[src/rtl/axi4_lite_reg_file.sv]
// AXI4-lite slave register file: REGS words of 8*N bits, byte strobes, SLVERR on RO/out-of-range.
// Latency: write commit, bvalid and wr_pulse one cycle after the second of AW/W; rdata/rvalid one cycle after AR.
// Backpressure: each path holds its response until bready/rready and stalls its readys meanwhile.
// Ports: AXI4-lite AW/W/B/AR/R channels on aclk/areset; reg_q exposes RW contents, status_d feeds
// read-only slots, wr_pulse/rd_pulse give one-cycle per-register strobes to the surrounding logic.
module axi4_lite_reg_file #(
    parameter int                  A         = 12,
    parameter int                  N         = 4,
    parameter int                  REGS      = 16,
    parameter int                  USE_STRB  = 1,
    parameter logic [REGS-1:0]     RO_MASK   = '0,
    parameter logic [REGS*8*N-1:0] RESET_VAL = '0
) (
    input  logic                  aclk,
    input  logic                  areset,
    input  logic [A-1:0]          awaddr,
    input  logic                  awvalid,
    output logic                  awready,
    input  logic [8*N-1:0]        wdata,
    input  logic [N-1:0]          wstrb,
    input  logic                  wvalid,
    output logic                  wready,
    output logic [1:0]            bresp,
    output logic                  bvalid,
    input  logic                  bready,
    input  logic [A-1:0]          araddr,
    input  logic                  arvalid,
    output logic                  arready,
    output logic [8*N-1:0]        rdata,
    output logic [1:0]            rresp,
    output logic                  rvalid,
    input  logic                  rready,
    output logic [REGS*8*N-1:0]   reg_q,
    input  logic [REGS*8*N-1:0]   status_d,
    output logic [REGS-1:0]       wr_pulse,
    output logic [REGS-1:0]       rd_pulse
);
    localparam int DW = 8 * N;
    localparam int L  = $clog2(N);
    localparam int IW = A - L;

    localparam logic [1:0] RESP_OKAY   = 2'b00;
    localparam logic [1:0] RESP_SLVERR = 2'b10;

    typedef enum logic [1:0] {W_IDLE, W_HAVE_AW, W_HAVE_W, W_RESP} wstate_t;
    typedef enum logic {R_IDLE, R_RESP} rstate_t;

    wstate_t wst;
    rstate_t rst;

    // RO slots are never written and reset to 0, so reg_q shows 0 there.
    logic [REGS-1:0][DW-1:0] regs;

    logic [IW-1:0]   aw_idx_q;
    logic [DW-1:0]   wdata_q;
    logic [N-1:0]    wstrb_q;

    logic            aw_hs, w_hs, ar_hs;
    logic            commit;
    logic [IW-1:0]   c_idx;
    logic [DW-1:0]   c_data;
    logic [N-1:0]    c_strb;
    logic [IW-1:0]   ar_idx;
    logic [REGS-1:0] wsel, rsel;
    logic            w_err;
    logic [DW-1:0]   rd_word;

    assign reg_q  = regs;
    assign aw_hs  = awvalid && awready;
    assign w_hs   = wvalid && wready;
    assign ar_hs  = arvalid && arready;
    assign ar_idx = araddr[A-1:L];

    // Sub-word address bits carry no meaning for a word-addressed file.
    generate
        if (L > 0) begin : g_lsb
            logic unused_addr_lsb;
            assign unused_addr_lsb = ^{awaddr[L-1:0], araddr[L-1:0]};
        end
    endgenerate

    // Commit takes whichever half arrives now from the bus and the other half from its latch.
    always_comb begin
        c_idx  = aw_idx_q;
        c_data = wdata_q;
        c_strb = wstrb_q;
        if (wst == W_IDLE || wst == W_HAVE_W)
            c_idx = awaddr[A-1:L];
        if (wst == W_IDLE || wst == W_HAVE_AW) begin
            c_data = wdata;
            c_strb = wstrb;
        end
    end

    assign commit = (wst == W_IDLE    && aw_hs && w_hs) ||
                    (wst == W_HAVE_AW && w_hs) ||
                    (wst == W_HAVE_W  && aw_hs);

    // One-hot decode; an all-zero vector means the index is out of range.
    always_comb begin
        for (int r = 0; r < REGS; r++) begin
            wsel[r] = (c_idx  == IW'(r));
            rsel[r] = (ar_idx == IW'(r));
        end
    end

    assign w_err = ~|wsel || |(wsel & RO_MASK);

    // Reads see the flop contents, so a same-edge write is not yet visible.
    always_comb begin
        rd_word = '0;
        for (int r = 0; r < REGS; r++) begin
            if (rsel[r])
                rd_word = RO_MASK[r] ? status_d[r*DW +: DW] : regs[r];
        end
    end

    // Write path FSM with registered readys, response and register storage.
    always_ff @(posedge aclk) begin
        if (areset) begin
            wst      <= W_IDLE;
            awready  <= 1'b0;
            wready   <= 1'b0;
            bvalid   <= 1'b0;
            bresp    <= RESP_OKAY;
            aw_idx_q <= '0;
            wdata_q  <= '0;
            wstrb_q  <= '0;
            wr_pulse <= '0;
            for (int r = 0; r < REGS; r++)
                regs[r] <= RO_MASK[r] ? '0 : RESET_VAL[r*DW +: DW];
        end else begin
            wr_pulse <= '0;
            if (commit && !w_err) begin
                wr_pulse <= wsel;
                for (int r = 0; r < REGS; r++) begin
                    if (wsel[r]) begin
                        for (int b = 0; b < N; b++) begin
                            if (USE_STRB == 0 || c_strb[b])
                                regs[r][8*b +: 8] <= c_data[8*b +: 8];
                        end
                    end
                end
            end

            if (commit) begin
                wst     <= W_RESP;
                awready <= 1'b0;
                wready  <= 1'b0;
                bvalid  <= 1'b1;
                bresp   <= w_err ? RESP_SLVERR : RESP_OKAY;
            end else begin
                case (wst)
                    W_IDLE: begin
                        if (aw_hs) begin
                            aw_idx_q <= awaddr[A-1:L];
                            wst      <= W_HAVE_AW;
                            awready  <= 1'b0;
                            wready   <= 1'b1;
                        end else if (w_hs) begin
                            wdata_q <= wdata;
                            wstrb_q <= wstrb;
                            wst     <= W_HAVE_W;
                            awready <= 1'b1;
                            wready  <= 1'b0;
                        end else begin
                            // Also raises the readys on the first cycle out of reset.
                            awready <= 1'b1;
                            wready  <= 1'b1;
                        end
                    end
                    W_HAVE_AW, W_HAVE_W: ;
                    W_RESP: begin
                        if (bready) begin
                            wst     <= W_IDLE;
                            bvalid  <= 1'b0;
                            bresp   <= RESP_OKAY;
                            awready <= 1'b1;
                            wready  <= 1'b1;
                        end
                    end
                    default: wst <= W_IDLE;
                endcase
            end
        end
    end

    // Read path FSM with registered data, response and strobe.
    always_ff @(posedge aclk) begin
        if (areset) begin
            rst      <= R_IDLE;
            arready  <= 1'b0;
            rvalid   <= 1'b0;
            rdata    <= '0;
            rresp    <= RESP_OKAY;
            rd_pulse <= '0;
        end else begin
            rd_pulse <= '0;
            case (rst)
                R_IDLE: begin
                    if (ar_hs) begin
                        rdata    <= rd_word;
                        rresp    <= (|rsel) ? RESP_OKAY : RESP_SLVERR;
                        rd_pulse <= rsel;
                        rvalid   <= 1'b1;
                        arready  <= 1'b0;
                        rst      <= R_RESP;
                    end else begin
                        arready <= 1'b1;
                    end
                end
                R_RESP: begin
                    if (rready) begin
                        rvalid  <= 1'b0;
                        arready <= 1'b1;
                        rst     <= R_IDLE;
                    end
                end
                default: rst <= R_IDLE;
            endcase
        end
    end

endmodule

[config.mk]
export PLATFORM = sky130hd
export DESIGN_NAME = axi4_lite_reg_file
export DESIGN_NICKNAME = d
export VERILOG_FILES = /design/src/rtl/axi4_lite_reg_file.sv
export SDC_FILE = /design/constraint.sdc
export NUM_CORES = 1
export LEC_CHECK = 0
export ABC_CLOCK_PERIOD_IN_PS = 5240
export BUFFER_PORTS_ARGS = -buffer_cell sky130_fd_sc_hd__buf_4
export CORE_AREA = 3 3 447 449
export DETAILED_ROUTE_END_ITERATION = 7
export DIE_AREA = 0 0 450 452
export GPL_TIMING_DRIVEN = 0
export PLACE_DENSITY_LB_ADDON = 0.1
export SLEW_MARGIN = 0
export SYNTH_ARGS = -nofsm -noshare
export SYNTH_HDL_FRONTEND = slang
export SYNTH_SLANG_ARGS = --single-unit
export TNS_END_PERCENT = 1
[constraint.sdc]
create_clock -name aclk -period 5.24 [get_ports aclk]
set_clock_uncertainty 0.1 [all_clocks]
set_input_delay 0.524 -clock aclk [delete_from_list [all_inputs] [get_ports aclk]]
set_output_delay 0.524 -clock aclk [all_outputs]
set_load 0.03 [all_outputs]
==> impl_metrics.csv <==
group,metric,value,unit
cells_and_area,area_growth,43.58,%
die,core.rowCount,163,
pwr,irDropWorstVdd,228.1,uV
synthesis,async_flop_share,0,
run_status,outcome,"finished with violations",
die,initial_core_utilization,0.1376,
global_routing,gr-usage-all-layers,0.2300,
synthesis,post_synth_inst_count,3075,
global_routing,number_of_antenna_violations_at_the_first_check_in_global_routing,11,
clocking,insertion_delay,730,ps
route,wire_per_inst,36.98,um
pwr,power.leakage,13.42,nW
die,die-width,450,um
timing,finalWorstSetupSlack,515.8,ps
pwr,power_density,315.7,nW/um^2
min_path,hold_start,"wvalid",
synthesis,yosysUniqueCellTypes,82,
clocking,ctsLongestPathBuffers,3,
cells_and_area,final_common_cell,"buf_4",
cells_and_area,postLayoutCoreUtil,0.1975,
timing,rsz0062_at_grt,"no",
timing,minimum_clock_period,4724,ps
clocking,cts_resized,0,
placement,count_of_buffers_inserted_at_the_top_level_ports,643,
die,dieHeight,452,um
synthesis,synth.top_cells.by_area,"dfxtp_1, a211oi_1, nor2_1",
synthesis,postSynthAreaPerCell,8.797,um^2
timing,finalHoldViolCount,0,
global_routing,global_route_wire_length_before_repair,309200,um
run_status,failed_checks,"max-capacitance violations, max-slew violations",
clocking,htreeDepth,3,
synthesis,synth.cell_area,27050,um^2
route,via_per_inst,4.492,
critical_path,cp_launch_type,"primary input",
clocking,clk_transition_reported_paths,60,ps
critical_path,cp_data_required_time,5720,ps
synthesis,synth_seq_area_share,0.4677,
synthesis,top_ff_cell_synth,"dfxtp_1",
placement,pre_cts_ws,-101.7,ps
synthesis,netlist.top_cell.by_area,"dfxtp_1",
critical_path,arrival,5200,ps
job,drv.max_cap_violation_count,2,
synthesis,yosys.area.top_type_share,0.4677,
synthesis,ys.warnings.count,0,
die,fp.coreArea,196600,um^2
clocking,clock_sinks,632,
critical_path,cp_class,"primary input to flop",
timing,max-slew-margin-rel,-0.01482,
clocking,clock_buffers_created_by_tritoncts,87,
route,drt_drc_violations_left,0,
cells_and_area,post_route_cells_drive_above_1_share,0.2558,
route,drtAntennaViolNets,0,
placement,routabilityCongestion,0.9666,
route,first_pass_iters,5,
placement,dp.cells,6374,
clocking,clockRootBuffer,"clkbuf_16",
critical_path,cells_on_worst_reg2reg_path,6,
route,dr_total_vias,29590,
route,initialDrtViolationCount,2986,
synthesis,yosys_register_bits,632,
min_path,min_to,"wst[1]",
cells_and_area,nets,4451,
min_path,min_path_type,"primary input to flop",
timing,setup_viol,0,
timing,fmax,211.7,MHz
min_path,min_path_cells,3,
global_routing,grt_max_degree,13,
global_routing,globalRouteOverflowTotal,0,
cells_and_area,final_cell_count_without_fillers,6586,
placement,hpwlAfterDp,198500,um
route,finalWirelength,243500,um
critical_path,worst-path-max-fanout,11,
critical_path,r2r_setup_slack,1070,ps
critical_path,r2r-end,"reg_q[376]",
global_routing,grt_pass1_vias,28130,
die,design.die.area,203400,um^2
clocking,cts_tree,"done",
timing,timing_max_transition_violations_final,8,
cells_and_area,mostFrequentLayoutCells,"buf_4, nor2_1, dfxtp_1",
die,top_level_ports,1164,
pwr,post-layout-total-power,12.26,mW
critical_path,cp-end-kind,"flop",
critical_path,critical_path.reg2reg.startpoint,"wst[1]",
timing,fin_crit_sh,0.9016,
synthesis,synth-edff-count,0,
timing,worst_pin_slew,1510,ps
[kinds of logic after synthesis]
family	synth area share
mux	0.02660
other cells	0.0001386
simple gates	0.1809
xor+xnor	0.0003238
compound gates	0.2770
flops	0.4677
buf+inv	0.04732
[per-layer routing]
| metal | share of wire | wire length (um) | GRT usage |
|---|---|---|---|
| met1 | 0.41 | 99660 | 0.2794 |
| met5 | 0 | 0 | 0 |
| met3 | 0.069 | 16790 | 0.05532 |
| met2 | 0.47 | 114000 | 0.3816 |
| met4 | 0.054 | 13050 | 0.1083 |
[cells in the mapped netlist (7+ instances only)]
master     count
a31oi_1        8
a2111oi_0      9
nand3b_1      18
a21oi_1      108
or4_1         10
nand2b_1      11
a21o_1         9
nor2_4        64
nor2_1       653
a221o_1       13
nor3_1        27
nor3_2         7
o22ai_1       55
a221oi_1      28
a22oi_1       35
a222oi_1       7
buf_1          9
mux2_2         7
a32oi_1        7
dfxtp_1      632
a22o_1        21
o21ai_0       77
buf_4         19
nand4_1       13
o211ai_1      33
o2111ai_1      7
a211oi_1     554
o2bb2ai_1     11
clkbuf_1     176
and3_1        10
mux2i_1       64
nand3_1       30
buf_2         84
o221ai_1      11
nor4_1         8
nand2_1      142
[critical path, stage by stage]
cell      delay, ps
buf_4           110
nor4_1         1180
clkbuf_1        600
nand2_1         510
clkbuf_1        730
o211ai_1        430
o311ai_0        230
a211oi_1        680
o32ai_1         160
[how the worst max path moves through the flow]
stage	startpoint	slack (ps)	end	cells after the start
6_report	araddr[7]	520	rdata[30]	9
5_1_grt	araddr[7]	570	rdata[13]	9
4_1_cts	araddr[7]	660	rdata[22]	9
3_5_place_dp	araddr[7]	-100	rdata[22]	9
3_3_place_gp	araddr[7]	-910	rdata[21]	9
2_1_floorplan	araddr[7]	2640	rdata[26]	8
[registers in the layout, summed over array words and instances, names as in the netlist, 2 cells and up]
| register | count |
|---|---|
| aw_idx_q | 10 |
| rd_pulse | 16 |
| wdata_q | 32 |
| reg_q | 512 |
| wst | 2 |
| rdata | 32 |
| wr_pulse | 16 |
| wstrb_q | 4 |
[final cells by class]
cell class / count / area (um^2)
Clock inverter: 26 / 346.6
Buffer: 288 / 1265
Timing Repair Buffer: 707 / 5469
Inverter: 6 / 22.52
Tap cell: 2640 / 3303
Fill cell: 22060 / 157800
Clock buffer: 131 / 2545
Multi-Input combinational cell: 2150 / 13220
Antenna cell: 6 / 15.01
Sequential cell: 632 / 12650
[stage by stage]
stage | instance area (um^2) | hold slack [ps] | setup TNS, ps
2_1_floorplan | 27050 | 336.0 | 0
3_3_place_gp | 35180 | 341.6 | -5760
3_5_place_dp | 35440 | 346.3 | -206.7
4_1_cts | 38820 | 62.67 | 0
5_1_grt | 38830 | 134.3 | 0
6_report | 38840 | 119.4 | 0
[repair_timing]
item,4_1_cts,5_1_grt
hold endpoints to repair,50,0
setup buffers,0,0
hold buffers,49,0
[report_power, final]
| group | internal [mW] | leakage, nW | switching (mW) |
|---|---|---|---|
| combinational | 0.240 | 6.92 | 0.881 |
| sequential | 4.85 | 5.09 | 0.0301 |
| clock | 3.65 | 1.41 | 2.61 |
| total | 8.74 | 13.4 | 3.52 |
(Power assumes the default switching activity.)
